$ cat src/rtl/hazard_pkg.sv
// Shared types and constants for the PPU hazard/pipeline-control unit.
// Scoreboard entries carry a fixed-width rd so the struct is usable for any NREG up to 2**HZ_RW_MAX.
package hazard_pkg;

    localparam int HZ_RW_MAX     = 8;
    localparam int FWD_RF        = 0;
    localparam int REG_ZERO      = 0;
    localparam int HZ_DEPTH      = 3;
    localparam int HZ_LOAD_STAGE = 2;
    localparam int HZ_CC_STAGE   = 2;

    typedef struct packed {
        logic                 v;
        logic [HZ_RW_MAX-1:0] rd;
        logic                 le;
        logic                 ld;
        logic                 cc;
    } sb_entry_t;

    localparam sb_entry_t SB_BUBBLE = '0;

endpackage

$ cat src/rtl/hz_operand_match.sv
// Matches one ID source operand against the scoreboard: youngest producer index and load-use flag.
module hz_operand_match
    import hazard_pkg::*;
#(
    parameter int DEPTH      = HZ_DEPTH,
    parameter int LOAD_STAGE = HZ_LOAD_STAGE,
    parameter int RW         = 5,
    parameter int FW         = $clog2(DEPTH + 1)
) (
    input  logic [RW-1:0]               op,
    input  logic                        op_use,
    input  sb_entry_t [DEPTH-1:0]       sb,
    output logic [FW-1:0]               fwd,
    output logic                        load_hit
);

    logic [DEPTH-1:0] hit;

    always_comb begin
        for (int k = 0; k < DEPTH; k++) begin
            hit[k] = op_use && (op != RW'(REG_ZERO)) && sb[k].v && sb[k].le
                     && (sb[k].rd == HZ_RW_MAX'(op));
        end
    end

    // Walk oldest to youngest so the youngest match is the one left in fwd.
    always_comb begin
        fwd      = FW'(FWD_RF);
        load_hit = 1'b0;
        for (int k = DEPTH - 1; k >= 0; k--) begin
            if (hit[k]) begin
                fwd = FW'(k + 1);
                if (sb[k].ld && (k + 1 < LOAD_STAGE)) begin
                    load_hit = 1'b1;
                end
            end
        end
    end

endmodule

$ cat src/rtl/pipe_hazard_ctrl.sv
// Scoreboarded hazard unit beside ID: forwarding selects, load-use/CC stalls, annul flush, memory freeze.
// Optional HZ_PERF_EN adds saturating stall/wait/annul counters.
module pipe_hazard_ctrl
    import hazard_pkg::*;
#(
    parameter int NREG       = 32,
    parameter int RW         = $clog2(NREG),
    parameter int DEPTH      = HZ_DEPTH,
    parameter int LOAD_STAGE = HZ_LOAD_STAGE,
    parameter int CC_STAGE   = HZ_CC_STAGE,
    localparam int FW        = $clog2(DEPTH + 1)
) (
    input  logic          clk,
    input  logic          reset,
    input  logic          id_valid,
    input  logic [RW-1:0] id_ra,
    input  logic [RW-1:0] id_rb,
    input  logic [RW-1:0] id_rs,
    input  logic          id_ra_use,
    input  logic          id_rb_use,
    input  logic          id_rs_use,
    input  logic [RW-1:0] id_rd,
    input  logic          id_rf_le,
    input  logic          id_load,
    input  logic          id_cc_we,
    input  logic          id_cc_use,
    input  logic          slot_annul,
    input  logic          mem_wait,
    output logic          stall_f,
    output logic          stall_d,
    output logic          flush_d,
    output logic          flush_e,
    output logic          freeze,
    output logic          bubble_wb,
    output logic [FW-1:0] fwd_a,
    output logic [FW-1:0] fwd_b,
    output logic [FW-1:0] fwd_s
`ifdef HZ_PERF_EN
    ,
    output logic [31:0]   perf_stall,
    output logic [31:0]   perf_wait,
    output logic [31:0]   perf_annul
`endif
);

    sb_entry_t [DEPTH-1:0] sb_q;
    sb_entry_t [DEPTH-1:0] sb_d;

    logic [2:0][RW-1:0] op_idx;
    logic [2:0]         op_use;
    logic [2:0][FW-1:0] op_fwd;
    logic [2:0]         op_lu;
    logic               cc_busy;
    logic               hazard;
    logic               issue;

    assign op_idx = {id_rs, id_rb, id_ra};
    assign op_use = {id_rs_use, id_rb_use, id_ra_use};

    generate
        for (genvar gi = 0; gi < 3; gi++) begin : g_match
            hz_operand_match #(
                .DEPTH      (DEPTH),
                .LOAD_STAGE (LOAD_STAGE),
                .RW         (RW),
                .FW         (FW)
            ) u_match (
                .op       (op_idx[gi]),
                .op_use   (op_use[gi]),
                .sb       (sb_q),
                .fwd      (op_fwd[gi]),
                .load_hit (op_lu[gi])
            );
        end
    endgenerate

    always_comb begin
        cc_busy = 1'b0;
        for (int k = 0; k < DEPTH; k++) begin
            if ((k + 1 < CC_STAGE) && sb_q[k].v && sb_q[k].cc) begin
                cc_busy = 1'b1;
            end
        end
    end

    assign hazard = (|op_lu) || (id_valid && id_cc_use && cc_busy);

    // Priority: reset, then memory wait, then hazard stall, then annul.
    always_comb begin
        stall_f   = 1'b0;
        stall_d   = 1'b0;
        flush_d   = 1'b0;
        flush_e   = 1'b0;
        freeze    = 1'b0;
        bubble_wb = 1'b0;
        fwd_a     = FW'(FWD_RF);
        fwd_b     = FW'(FWD_RF);
        fwd_s     = FW'(FWD_RF);
        if (reset) begin
            fwd_a = op_fwd[0];
            fwd_b = op_fwd[1];
            fwd_s = op_fwd[2];
            if (mem_wait) begin
                freeze    = 1'b1;
                bubble_wb = 1'b1;
                stall_f   = 1'b1;
                stall_d   = 1'b1;
            end else if (hazard) begin
                stall_f = 1'b1;
                stall_d = 1'b1;
                flush_e = 1'b1;
            end else if (slot_annul && id_valid) begin
                flush_d = 1'b1;
            end
        end
    end

    assign issue = id_valid && !stall_d;

    always_comb begin
        sb_d = sb_q;
        if (mem_wait) begin
            sb_d[DEPTH-1] = SB_BUBBLE;
        end else begin
            for (int k = DEPTH - 1; k > 0; k--) begin
                sb_d[k] = sb_q[k-1];
            end
            sb_d[0] = SB_BUBBLE;
            if (issue) begin
                sb_d[0].v  = 1'b1;
                sb_d[0].rd = HZ_RW_MAX'(id_rd);
                sb_d[0].le = id_rf_le;
                sb_d[0].ld = id_load;
                sb_d[0].cc = id_cc_we;
            end
        end
    end

    always_ff @(posedge clk) begin
        if (!reset) begin
            sb_q <= '0;
        end else begin
            sb_q <= sb_d;
        end
    end

`ifdef HZ_PERF_EN
    logic [31:0] perf_stall_q, perf_stall_d;
    logic [31:0] perf_wait_q,  perf_wait_d;
    logic [31:0] perf_annul_q, perf_annul_d;

    always_comb begin
        perf_stall_d = perf_stall_q;
        perf_wait_d  = perf_wait_q;
        perf_annul_d = perf_annul_q;
        if (flush_e && (perf_stall_q != 32'hFFFF_FFFF)) perf_stall_d = perf_stall_q + 32'd1;
        if (freeze  && (perf_wait_q  != 32'hFFFF_FFFF)) perf_wait_d  = perf_wait_q  + 32'd1;
        if (flush_d && (perf_annul_q != 32'hFFFF_FFFF)) perf_annul_d = perf_annul_q + 32'd1;
    end

    always_ff @(posedge clk) begin
        if (!reset) begin
            perf_stall_q <= '0;
            perf_wait_q  <= '0;
            perf_annul_q <= '0;
        end else begin
            perf_stall_q <= perf_stall_d;
            perf_wait_q  <= perf_wait_d;
            perf_annul_q <= perf_annul_d;
        end
    end

    assign perf_stall = perf_stall_q;
    assign perf_wait  = perf_wait_q;
    assign perf_annul = perf_annul_q;
`endif

endmodule

$ cat config.mk
export PLATFORM = sky130hd
export DESIGN_NAME = pipe_hazard_ctrl
export DESIGN_NICKNAME = d
export VERILOG_FILES = /design/src/rtl/hazard_pkg.sv /design/src/rtl/hz_operand_match.sv /design/src/rtl/pipe_hazard_ctrl.sv
export SDC_FILE = /design/constraint.sdc
export NUM_CORES = 1
export LEC_CHECK = 0
export ABC_AREA = 1
export CORE_MARGIN = 1
export CORE_UTILIZATION = 51
export DETAILED_ROUTE_END_ITERATION = 8
export PLACE_DENSITY_LB_ADDON = 0.15
export SLEW_MARGIN = 20
export SYNTH_ARGS = -nofsm -noshare
export SYNTH_HDL_FRONTEND = slang
export SYNTH_SLANG_ARGS = --single-unit
$ cat constraint.sdc
create_clock -name clk -period 3.6 [get_ports clk]
set_input_delay 1.08 -clock clk [delete_from_list [all_inputs] [get_ports clk]]
set_output_delay 1.08 -clock clk [all_outputs]
set_load 0.01 [all_outputs]
# Word-level counts from Yosys, hierarchy flattened
# Index checks and enable logic that the tools add are counted.
[totals] output_inout_bits=12 input_bits=32 regBits=32
[op_classes] bitwise_logic=1 reduce_logical=42 eq_ne=9 muxes=29
[op_table] operator="8-bit by 5-bit equality test with 1-bit output" count=9
[op_table] operator="1-bit logical AND" count=35
[op_table] operator="2-bit 2-to-1 mux" count=12
[op_table] operator="1-bit 2-to-1 mux" count=16
[op_table] operator="5-bit nonzero test" count=3
[op_table] operator="12-bit 2-to-1 mux" count=1
[op_table] operator="3-bit OR reduction" count=1
[op_table] operator="2-bit OR reduction" count=1
[op_table] operator="1-bit zero test" count=1
[op_table] operator="1-bit logical OR" count=1
[op_table] operator="1-bit inverter" count=1

# Logic depth before layout (Yosys ltp)
# Gate-level depths: netlist (run 1).
[logic_depth] word_depth=14 ltp_mapped=13 depth_no_buf=13

# By module
# A second synthesis (run 1) with hierarchy kept.
[hier_totals] cells_unflattened=432 hier_area_um2=2287.2
[by_module_without_submodules] module="hz_operand_match" area_each_um2=431.7 cells_per_inst=102 instances=3
[by_module_without_submodules] module="pipe_hazard_ctrl" area_each_um2=992.2 cells_per_inst=126 instances=1

# Worst setup path before layout (run 1)
# No wires, ideal clock.
[synth_path] path_type="input -> output" startpoint="input port id_ra[1]" endpoint="output port stall_f" arrival_ns=2.027 slack_ns=0.493 path_stages=11 required_ns=2.520 cell_sequence="nor2_1 -> nand3_1 -> nand2_1 -> inv_1 -> nand3_1 -> nand3_1 -> nand2_2 -> nand3_2 -> nand2_4 -> inv_1 -> buf_4"
[synth_between] elab_chain_cells=11 elab_cells_between_ends=12
[synth_lines] item="from (decl)" line="pipe_hazard_ctrl.sv:16" rtl="input logic [RW-1:0] id_ra,"
[synth_lines] item="5-bit nonzero test" line="hz_operand_match.sv:21" rtl="hit[k] = op_use && (op != RW'(REG_ZERO)) && sb[k].v && sb[k].le"
[synth_lines] item="1-bit logical AND (3 in series)" line="hz_operand_match.sv:21"
[synth_lines] item="1-bit logical AND *" line="hz_operand_match.sv:22" rtl="&& (sb[k].rd == HZ_RW_MAX'(op));"
[synth_lines] item="1-bit 2-to-1 mux *" line="hz_operand_match.sv:31" rtl="if (hit[k]) begin"
[synth_lines] item="3-bit OR reduction *" line="pipe_hazard_ctrl.sv:86" rtl="assign hazard = (|op_lu) || (id_valid && id_cc_use && cc_busy);"
[synth_lines] item="1-bit logical OR *" line="pipe_hazard_ctrl.sv:86"
[synth_lines] item="1-bit 2-to-1 mux * (3 in series)"
[synth_lines] item="to (decl)" line="pipe_hazard_ctrl.sv:29" rtl="output logic stall_f,"
# Every way passes the cells marked *; elsewhere a longest branch is shown, timed or not.

# Worst setup path after layout (run 1)
[layout_path] startpoint="input port reset" endpoint="output port bubble_wb"
[layout_between] elab_chain_cells=1
[layout_lines] item="from (decl)" line="pipe_hazard_ctrl.sv:14" rtl="input logic reset,"
[layout_lines] item="1-bit 2-to-1 mux" line="pipe_hazard_ctrl.sv:99" rtl="if (reset) begin"
[layout_lines] item="to (decl)" line="pipe_hazard_ctrl.sv:34" rtl="output logic bubble_wb,"
# No other way between the ends.

==> results of run 1 <==
path summary, 6_finish.rpt:
check / end / slack, ns / cells past startpoint
max: bubble_wb / 0.11 / 5
min: sb_q[0]$_SDFFE_PN0N_ / 0.47 / 2
max reg2reg: sb_q[2]$_SDFFE_PN0N_ / 1.88 / 12
min reg2reg: sb_q[0]$_SDFFE_PN0N_ / 0.47 / 2
power by group through the flow:
| stage | sequential, W | clock (W) | combinational [W] |
|---|---|---|---|
| after floorplan | 0.000270 | 0 | 0.0000580 |
| after global placement | 0.000273 | 0 | 0.000130 |
| after detailed placement | 0.000273 | 0 | 0.000131 |
| after CTS | 0.000267 | 0.000122 | 0.000128 |
| after global routing | 0.000268 | 0.000131 | 0.000144 |
| final | 0.000268 | 0.000120 | 0.000131 |
cells in the mapped netlist:
cell,instances,share of area (%)
clkinv_1,1,0.23
nand3_2,2,1.2
a21oi_1,15,4.6
nor2_1,31,7.2
inv_2,2,0.46
nor4_1,5,1.9
nand3_1,21,6.5
o21ai_0,5,1.5
nand4_1,4,1.5
buf_2,1,0.31
o22ai_1,8,3.1
nand2_1,70,16
xor2_1,15,8.1
xnor2_1,8,4.3
inv_1,46,11
clkbuf_4,1,0.46
buf_4,2,0.92
and3_1,1,0.39
nor3_1,1,0.31
nand2_4,1,0.69
nor2_2,1,0.39
nand2_2,1,0.39
clkbuf_1,1,0.23
dfxtp_1,23,28
layout by cell type, fill, tap and decap left out, types with 3 or more instances in the layout:
master / count
a21oi_1: 14
nand2_2: 3
dlygate4sd2_1: 7
xor2_1: 15
clkdlybuf4s15_1: 3
nor4_2: 3
buf_2: 4
inv_1: 43
dfxtp_1: 23
clkbuf_4: 3
inv_2: 5
o21ai_0: 5
clkdlybuf4s50_1: 18
clkbuf_2: 11
buf_4: 21
nand3_1: 18
o22ai_1: 8
nand4_1: 4
nor2_1: 31
nand3_2: 5
xnor2_1: 7
nand2_1: 68
stage by stage:
| stage | hold slack [ns] | setup TNS, ns | instances | setup slack [ns] |
|---|---|---|---|---|
| global route | 0.485 | -0.00508 | 373 | -0.00508 |
| CTS | 0.469 | -0.0300 | 373 | -0.0300 |
| global placement | 0.445 | -5.16 | 369 | -0.561 |
| detailed placement | 0.449 | -5.25 | 369 | -0.565 |
| finish | 0.470 | 0 | 373 | 0.113 |
| floorplan | 0.425 | 0 | 266 | 0.493 |
final cells by class:
class                      count  area [um2]  area share (%)
clock buffer                   3        22.5            1.00
clock inverter                 1        5.00           0.223
multi-input combinational    189        1020            45.2
timing repair buffer          64         504            22.4
sequential                    23         460            20.5
tap                           44        55.1            2.45
inverter                      49         184            8.18
kinds of logic after synthesis:
family / count (synthesis) / synth area share [%]
AO/OA/AOI/OAI: 28 / 9.25
XOR/XNOR: 23 / 12.4
buffers and inverters: 54 / 13.3
flip-flops: 23 / 28.4
AND/OR/NAND/NOR: 138 / 36.7
worst reg2reg max path, delay by kind of cell, from the launching register on:
family	cells	cell delay [ns]
simple gates	10	0.83
flops	1	0.50
buf+inv	2	0.31
per-layer routing:
| layer | vias up | part of all wire (%) | track usage (%) |
|---|---|---|---|
| met5 | - | 0 | 0 |
| met4 | 0 | 2.6 | 13.9 |
| met3 | 10 | 4.3 | 2.42 |
| met2 | 65 | 49 | 55.0 |
| met1 | 855 | 44 | 37.6 |
| li1 | 955 | - | - |
repair_timing:
item	CTS	global route
endpoints found under the setup margin	10	10
gates cloned	0	0
endpoints found under the hold margin	0	0
hold buffers	0	0
resized for setup	36	42
pin swaps	3	8
==> impl_metrics.py, run 1 <==
metrics = {
    "yosys": {
        "ys_warn_count": 0,
        "syn_inst": 266,
        "yosysSeqAreaShare_pct": 28.4,
        "ys_seq_elements": 23,
        "synth_area_um2": 1620,
        "syn-num-nets": 298,
        "postSynthAreaPerCell_um2": 6.10,
        "synth_cell_types": 24,
    },
    "global_route": {
        "grtUsageTotal_pct": 30.8,
        "grt_pass1_wl_um": 7870,
        "overflow": 0,
        "grt_antenna_before_repair": 0,
        "grt_max_degree": 21,
        "grt_pass1_vias": 1761,
    },
    "pwr": {
        "power_frac_comb_pct": 25.2,
        "p_int_w": 0.000365,
        "peakVddDrop_mv": 0.184,
        "finalPower_w": 0.000518,
        "power.share.switching_pct": 29.6,
        "power_leakage_nw": 1.12,
        "pwr-share-seq_pct": 51.7,
        "switching_power_w": 0.000153,
        "powerDensity_nw_per_um2": 230,
        "clock_power_share_pct": 23.1,
    },
    "timing": {
        "hold_viol": 0,
        "fin_skew_ns": 0.00231,
        "fmax_mhz": 287,
        "worstMarginPinSlew_ns": 0.367,
        "rsz0062_at_grt": "yes",
        "setup_violations": 0,
        "fin_crit_sh_pct": 96.9,
        "drv_slew": 0,
        "maxSlewHeadroom_pct": 75.3,
        "fin_crit_ns": 3.49,
    },
    "setup_path": {
        "path_cells": "clkdlybuf4s50_1 -> buf_4 -> nand2_1 -> clkinv_1 -> clkdlybuf4s50_1",
        "setup.worst_path.start_class": "primary input",
        "crit_fanout": 6,
        "crit_slowest_cell": "clkdlybuf4s50_1",
        "max_stage_delay_ns": 0.53,
        "worstPathArrival_ns": 2.41,
        "crit_required_ns": 2.52,
        "crit_path_end_kind": "output pin",
        "cp_top_family": "buffers and inverters",
        "crit_path_start": "reset",
        "cp_num_buf_inv": 4,
        "crit_type": "in -> out",
        "worstReg2RegStart": "sb_q[3]$_SDFFE_PN0N_",
        "critPathMostFrequentCell": "clkdlybuf4s50_1",
    },
    "worst_hold_path": {
        "hold_path_class": "reg -> reg",
        "min_from": "sb_q[0]$_SDFFE_PN0N_",
    },
    "clock_tree": {
        "clock_path_buffers": 2,
        "cts_setup_buffers": 0,
        "h-tree-depth": 1,
        "clock-sinks": 23,
        "cts_root_buf": "clkbuf_4",
        "cts_made_buffers": 3,
        "clk_pin_slew_ns": 0.12,
        "insertion_delay_ns": 0.31,
        "tritoncts": "built",
    },
    "placement": {
        "post-dp-hpwl_um": 3760,
        "dpl_cell_area_um2": 2230,
        "place.gp.congestion": 0.939,
        "io_buffers": 43,
    },
    "floorplan": {
        "rows": 20,
        "dieArea_um2": 3410,
        "ioPinCount": 44,
        "start_util_pct": 53.6,
        "die_w_um": 58.4,
        "coreArea_um2": 3030,
        "die_h_um": 58.4,
    },
    "final_layout": {
        "diodes": 0,
        "fin_util_pct": 74.3,
        "area_growth_pct": 38.6,
        "largest_reg_flops": 23,
        "fill_cells": 273,
        "largest_registers": "sb_q: 23 flops",
        "top_register": "sb_q",
        "final_cell_area_um2": 2250,
        "drive_above_1_share_pct": 18.8,
        "num-nets-final": 362,
    },
    "detailed_routing": {
        "drt-wirelength-per-cell_um": 12.8,
        "drc": 0,
        "antenna_left": 0,
        "via_per_inst": 5.05,
        "via_count": 1885,
        "firstDrtPassIters": 4,
        "drtIter0Drc": 92,
        "routed_wl_um": 4780,
    },
    "flow_run": {
        "drv_cap": 0,
    },
    "outcome": {
        "outcome": "finished clean",
    },
}
No activity file was read; power rests on OpenSTA's default activity.
==> run 2, diff against run 1 <==
ABC_AREA = not set   (was 1)
==> impl_metrics.py, run 2 <==
metrics = {
    "timing": {
        "fin_crit_sh_pct": 106,
        "worstMarginPinSlew_ns": 0.439,
        "drv_slew": 0,
        "hold_viol": 0,
        "rsz0062_at_grt": "yes",
        "setup_violations": 10,
        "fin_skew_ns": 0.00758,
        "finalSetupTns_ns": -1.53,
        "worst_slack_ns": -0.217,
        "maxSlewHeadroom_pct": 70.6,
        "fin_crit_ns": 3.82,
        "fmax_mhz": 262,
    },
    "pwr": {
        "power_leakage_nw": 0.987,
        "peakVddDrop_mv": 0.303,
        "powerDensity_nw_per_um2": 236,
    },
    "yosys": {
        "synth-edff-count": 0,
        "synth_ff_type": "dfxtp_1",
        "ys_top_cells_by_count": "36 x xnor2_1, 23 x dfxtp_1, 12 x nor2_1, 11 x nand4_1, 9 x xor2_1",
        "synth-async-reset-ratio_pct": 0,
        "yosys.area.top_type": "dfxtp_1",
        "yosysMostFrequentCell": "xnor2_1",
        "synth_area_um2": 1490,
        "yosysSeqAreaShare_pct": 30.9,
        "syn_inst": 161,
        "postSynthAreaPerCell_um2": 9.25,
        "synthDominantCellAreaShare_pct": 30.9,
        "ys_warn_count": 0,
        "ys_seq_elements": 23,
        "synth_cell_types": 32,
        "synthTopCellsByArea": "dfxtp_1 31%, xnor2_1 21%, a32o_1 5.4%, xor2_1 5.3%, mux2i_1 4.7%",
        "syn-num-nets": 193,
    },
    "floorplan": {
        "start_util_pct": 54.0,
        "dieArea_um2": 3140,
        "rows": 19,
        "die_w_um": 56.0,
        "coreArea_um2": 2760,
        "ioPinCount": 44,
        "die_h_um": 56.0,
    },
    "final_layout": {
        "multi_input_area_um2": 1210,
        "regArea_um2": 460,
        "final_common_cell": "xnor2_1",
        "drive_above_1_share_pct": 40.8,
        "num-nets-final": 273,
        "largest_reg_flops": 23,
        "largest_registers": "sb_q: 23 flops",
        "final_cell_area_um2": 2460,
        "top_register": "sb_q",
        "area_growth_pct": 65.5,
        "final_cell_mix": "31 x xnor2_1, 28 x buf_4, 23 x dfxtp_1, 21 x buf_6, 15 x buf_2",
        "diodes": 0,
        "fill_cells": 112,
    },
    "setup_path": {
        "regToRegEndpoint": "sb_q[4]$_SDFFE_PN0N_",
        "crit_required_ns": 2.52,
        "r2r_slack_ns": 1.42,
        "crit_fanout": 3,
        "crit_path_start": "id_rs[4]",
        "worstReg2RegStart": "sb_q[3]$_SDFFE_PN0N_",
        "setup.worst_path.start_class": "primary input",
        "reg2reg_depth": 7,
        "crit_path_end_kind": "output pin",
        "worstPathArrival_ns": 2.74,
        "crit_type": "in -> out",
    },
    "worst_hold_path": {
        "hold_path_class": "reg -> reg",
        "min_path_cells": 1,
        "min_from": "sb_q[14]$_SDFFE_PN0N_",
        "hold_end": "sb_q[26]$_SDFF_PP0_",
    },
    "detailed_routing": {
        "via_count": 1767,
        "drtIter0Drc": 148,
        "firstDrtPassIters": 5,
        "via_per_inst": 6.52,
        "antenna_left": 0,
        "routed_wl_um": 6190,
        "drt-wirelength-per-cell_um": 22.8,
        "drc": 0,
    },
    "clock_tree": {
        "h-tree-depth": 1,
        "cts_made_buffers": 3,
        "cts_root_buf": "clkbuf_4",
        "insertion_delay_ns": 0.32,
        "tritoncts": "built",
        "clk_pin_slew_ns": 0.13,
        "clock-sinks": 23,
        "postCtsHoldBufs": 0,
        "clock_path_buffers": 2,
    },
    "outcome": {
        "outcome": "finished with violations",
        "violations": "setup timing",
    },
    "global_route": {
        "grt_pass1_vias": 1755,
        "overflow": 0,
        "grtUsageTotal_pct": 36.5,
        "grt_antenna_before_repair": 0,
        "grt_max_degree": 15,
        "grt_pass1_wl_um": 8730,
    },
    "placement": {
        "post-dp-hpwl_um": 3630,
        "io_buffers": 43,
        "place.gp.congestion": 0.929,
        "dpl_cell_area_um2": 2180,
    },
    "flow_run": {
        "drv_cap": 0,
    },
}
## run 2: changes by cell type after synthesis, moves of 6 or more
cell | previous run | this run
o22ai_1 | 8 | 0
inv_1 | 46 | 2
mux2i_1 | 0 | 7
xnor2_1 | 8 | 36
a21oi_1 | 15 | 1
and2_1 | 0 | 7
nand2_1 | 70 | 4
nor2_1 | 31 | 12
nand3_1 | 21 | 0
nand4_1 | 4 | 11
a32o_1 | 0 | 8
xor2_1 | 15 | 9
clkbuf_1 | 1 | 7
## run 2: what timing repair did
action                                  in CTS  in global routing
setup buffers                               10                  5
endpoints found under the setup margin      12                 10
gates resized for setup                    136                 17
pin swaps                                   22                 14
## run 2: worst max path at each step
stage	to
finish	flush_d
global route	stall_f
CTS	flush_d
detailed placement	flush_e
global placement	stall_d
floorplan	stall_f
## run 2: kinds of logic (layout without fill, tap and decap cells)
kind of cell / after synthesis / after routing / synth area share, %
AO/OA/AOI/OAI: 20 / 20 / 12.3
XOR/XNOR: 45 / 45 / 26.5
buffers and inverters: 12 / 91 / 4.03
flip-flops: 23 / 23 / 30.9
multiplexers: 7 / 7 / 4.71
AND/OR/NAND/NOR: 54 / 54 / 21.6
## run 2: through the flow
step	total power [W]	util [%]	cells	hold slack [ns]	setup slack (ns)
finish	0.000581	89.3	271	0.499	-0.217
global route	0.000593	89.3	271	0.512	-0.282
CTS	0.000556	86.0	268	0.501	-0.212
detailed placement	0.000424	79.2	255	0.475	-1.01
global placement	0.000417	79.2	255	0.460	-0.957
floorplan	0.000336	-	161	0.452	-0.0363
## run 2: metal layers
metal / vias to the layer above / global-route usage [%] / wire length (um) / part of all wire [%]
li1: 734 / - / - / -
met1: 820 / 43.9 / 2170 / 35
met2: 146 / 62.6 / 2960 / 48
met3: 67 / 3.49 / 558 / 9.0
met4: 0 / 22.0 / 501 / 8.1
met5: - / 0 / 0 / 0
## run 2: critical path: stages
cell	delay [ns]
buf_6	0.10
or4_4	0.55
o21ai_4	0.17
buf_6	0.12
nor4_4	0.04
o31ai_4	0.26
buf_6	0.16
and3_1	0.13
buf_2	0.13
## run 2: layout make-up
type,count,share of cell area [%]
clock buffer,3,0.914
timing repair buffer,85,29.3
inverter,2,0.305
multi-input combinational,126,49.0
sequential,23,18.7
tap,31,1.57
clock inverter,1,0.305
## run 2: power by group
| part | switching (W) | internal [W] |
|---|---|---|
| clock | 0.0000865 | 0.0000424 |
| sequential | 0.0000133 | 0.000261 |
| combinational | 0.0000807 | 0.0000970 |
| total | 0.000181 | 0.000401 |
==> run 3, diff against run 2 <==
CORE_UTILIZATION = 47   (was 51)
GPL_TIMING_DRIVEN = 0   (was not set)
clock period = 3.8 ns   (was 3.6 ns; I/O delays follow)
==> impl_metrics.py, run 3 (synthesis gave the netlist of run 2 again) <==
metrics = {
    "outcome": {
        "outcome": "finished with violations",
        "violations": "setup timing",
    },
    "floorplan": {
        "coreArea_um2": 3030,
        "start_util_pct": 49.2,
        "die_h_um": 58.3,
        "die_w_um": 58.3,
        "dieArea_um2": 3400,
        "rows": 20,
        "ioPinCount": 44,
    },
    "timing": {
        "maxSlewHeadroom_pct": 64.7,
        "fin_crit_ns": 3.97,
        "drv_slew": 0,
        "worst_slack_ns": -0.172,
        "hold_viol": 0,
        "worstMarginPinSlew_ns": 0.530,
        "rsz0062_at_grt": "yes",
        "setup_violations": 5,
        "fin_crit_sh_pct": 105,
        "fmax_mhz": 252,
        "fin_skew_ns": 0.0104,
    },
    "placement": {
        "place_ws_ns": -1.11,
        "post-dp-hpwl_um": 3160,
        "dpl_cell_area_um2": 1970,
        "place.gp.congestion": 0.914,
        "io_buffers": 42,
    },
    "setup_path": {
        "path_cells": "buf_8 -> or4_4 -> o21ai_4 -> nor4_4 -> o31ai_4 -> buf_6 -> a31oi_4 -> buf_6 -> buf_6",
        "crit_type": "in -> out",
        "critPathMostFrequentCell": "buf_6",
        "max_stage_delay_ns": 0.53,
        "crit_required_ns": 2.66,
        "crit_fanout": 4,
        "crit_path_end_kind": "output pin",
        "crit_slowest_cell": "or4_4",
        "setup.worst_path.start_class": "primary input",
        "worstPathArrival_ns": 2.83,
        "r2r_slack_ns": 1.30,
    },
    "detailed_routing": {
        "firstDrtPassIters": 4,
        "drc": 0,
        "drt-wirelength-per-cell_um": 18.3,
        "antenna_left": 0,
        "drtIter0Drc": 71,
        "via_count": 1534,
        "via_per_inst": 5.60,
        "routed_wl_um": 5010,
    },
    "global_route": {
        "grt_max_degree": 15,
        "use_met1_pct": 35.9,
        "grtUsageMet3_pct": 2.90,
        "grt_pass1_wl_um": 7240,
        "grt_pass1_vias": 1496,
        "grtUsageTotal_pct": 29.0,
        "grt.met2_usage_pct": 49.4,
        "grt_antenna_before_repair": 0,
        "overflow": 0,
        "top_usage_layer": "met2",
    },
    "pwr": {
        "power_leakage_nw": 0.909,
        "powerDensity_nw_per_um2": 222,
        "peakVddDrop_mv": 0.160,
    },
    "final_layout": {
        "top_register": "sb_q",
        "num-nets-final": 263,
        "fill_cells": 201,
        "largest_registers": "sb_q: 23 flops",
        "diodes": 0,
        "drive_above_1_share_pct": 36.5,
        "largest_reg_flops": 23,
        "final_cell_area_um2": 2360,
        "area_growth_pct": 58.6,
        "final_cell_mix": "33 x xnor2_1, 23 x dfxtp_1, 21 x buf_4, 14 x clkdlybuf4s50_1, 12 x buf_2",
        "final_common_cell": "xnor2_1",
        "multi_input_area_um2": 1180,
        "regArea_um2": 460,
    },
    "worst_hold_path": {
        "hold_path_class": "reg -> reg",
    },
    "clock_tree": {
        "insertion_delay_ns": 0.32,
        "tritoncts": "built",
        "clk_pin_slew_ns": 0.13,
        "clock_path_buffers": 2,
        "cts_root_buf": "clkbuf_4",
        "h-tree-depth": 1,
        "postCtsHoldBufs": 0,
        "cts_made_buffers": 3,
        "clock-sinks": 23,
    },
    "flow_run": {
        "drv_cap": 0,
    },
}
## run 3: worst max-delay path, delay by kind of cell
family | cells | cell delay (ns)
buffers and inverters | 4 | 0.51
AO/OA/AOI/OAI | 3 | 0.57
AND/OR/NAND/NOR | 2 | 0.61
## run 3: worst paths after layout
check | start | end | cells after the start
max | id_ra[1] | stall_f | 9
min reg2reg | sb_q[14]$_SDFFE_PN0N_ | sb_q[26]$_SDFF_PP0_ | 1
max reg2reg | sb_q[3]$_SDFFE_PN0N_ | sb_q[1]$_SDFFE_PN0N_ | 10
min | sb_q[14]$_SDFFE_PN0N_ | sb_q[26]$_SDFF_PP0_ | 1
## run 3: power by group
| group | switching (W) | internal (W) | total (W) | leakage, nW |
|---|---|---|---|---|
| logic | 0.0000699 | 0.0000795 | 0.000149 | 0.708 |
| registers | 0.00000681 | 0.000247 | 0.000254 | 0.187 |
| clock network | 0.0000808 | 0.0000402 | 0.000121 | 0.0139 |
## run 3: area by class of cell
type                            count  share of cell area [%]
Inverter                            2                   0.318
Clock inverter                      1                   0.318
Timing Repair Buffer               65                    24.0
Clock buffer                        3                   0.954
Tap cell                           44                    2.33
Buffer                             10                    2.49
Sequential cell                    23                    19.5
Multi-Input combinational cell    126                    50.1
## run 3: metrics by stage
stage	std cells	hold slack (ns)	power [W]	TNS, ns	utilization [%]
floorplan	161	0.452	0.000315	0	-
global placement	247	0.459	0.000370	-8.41	65.1
detailed placement	247	0.474	0.000374	-9.03	65.1
CTS	265	0.500	0.000507	-0.717	73.7
global route	274	0.508	0.000542	-0.980	78.0
finish	274	0.499	0.000525	-0.617	78.0
## run 3: what timing repair did
item                       4_1_cts  5_1_grt
resized for setup              133       37
setup buffers                   15       10
setup endpoints to repair       12       10
pin swaps                       13       18
## run 3: layer usage
| metal | routed length [um] | part of all wire [%] |
|---|---|---|
| met4 | 193 | 3.9 |
| met5 | 0 | 0 |
| met1 | 2110 | 42 |
| met3 | 215 | 4.3 |
| met2 | 2490 | 50 |
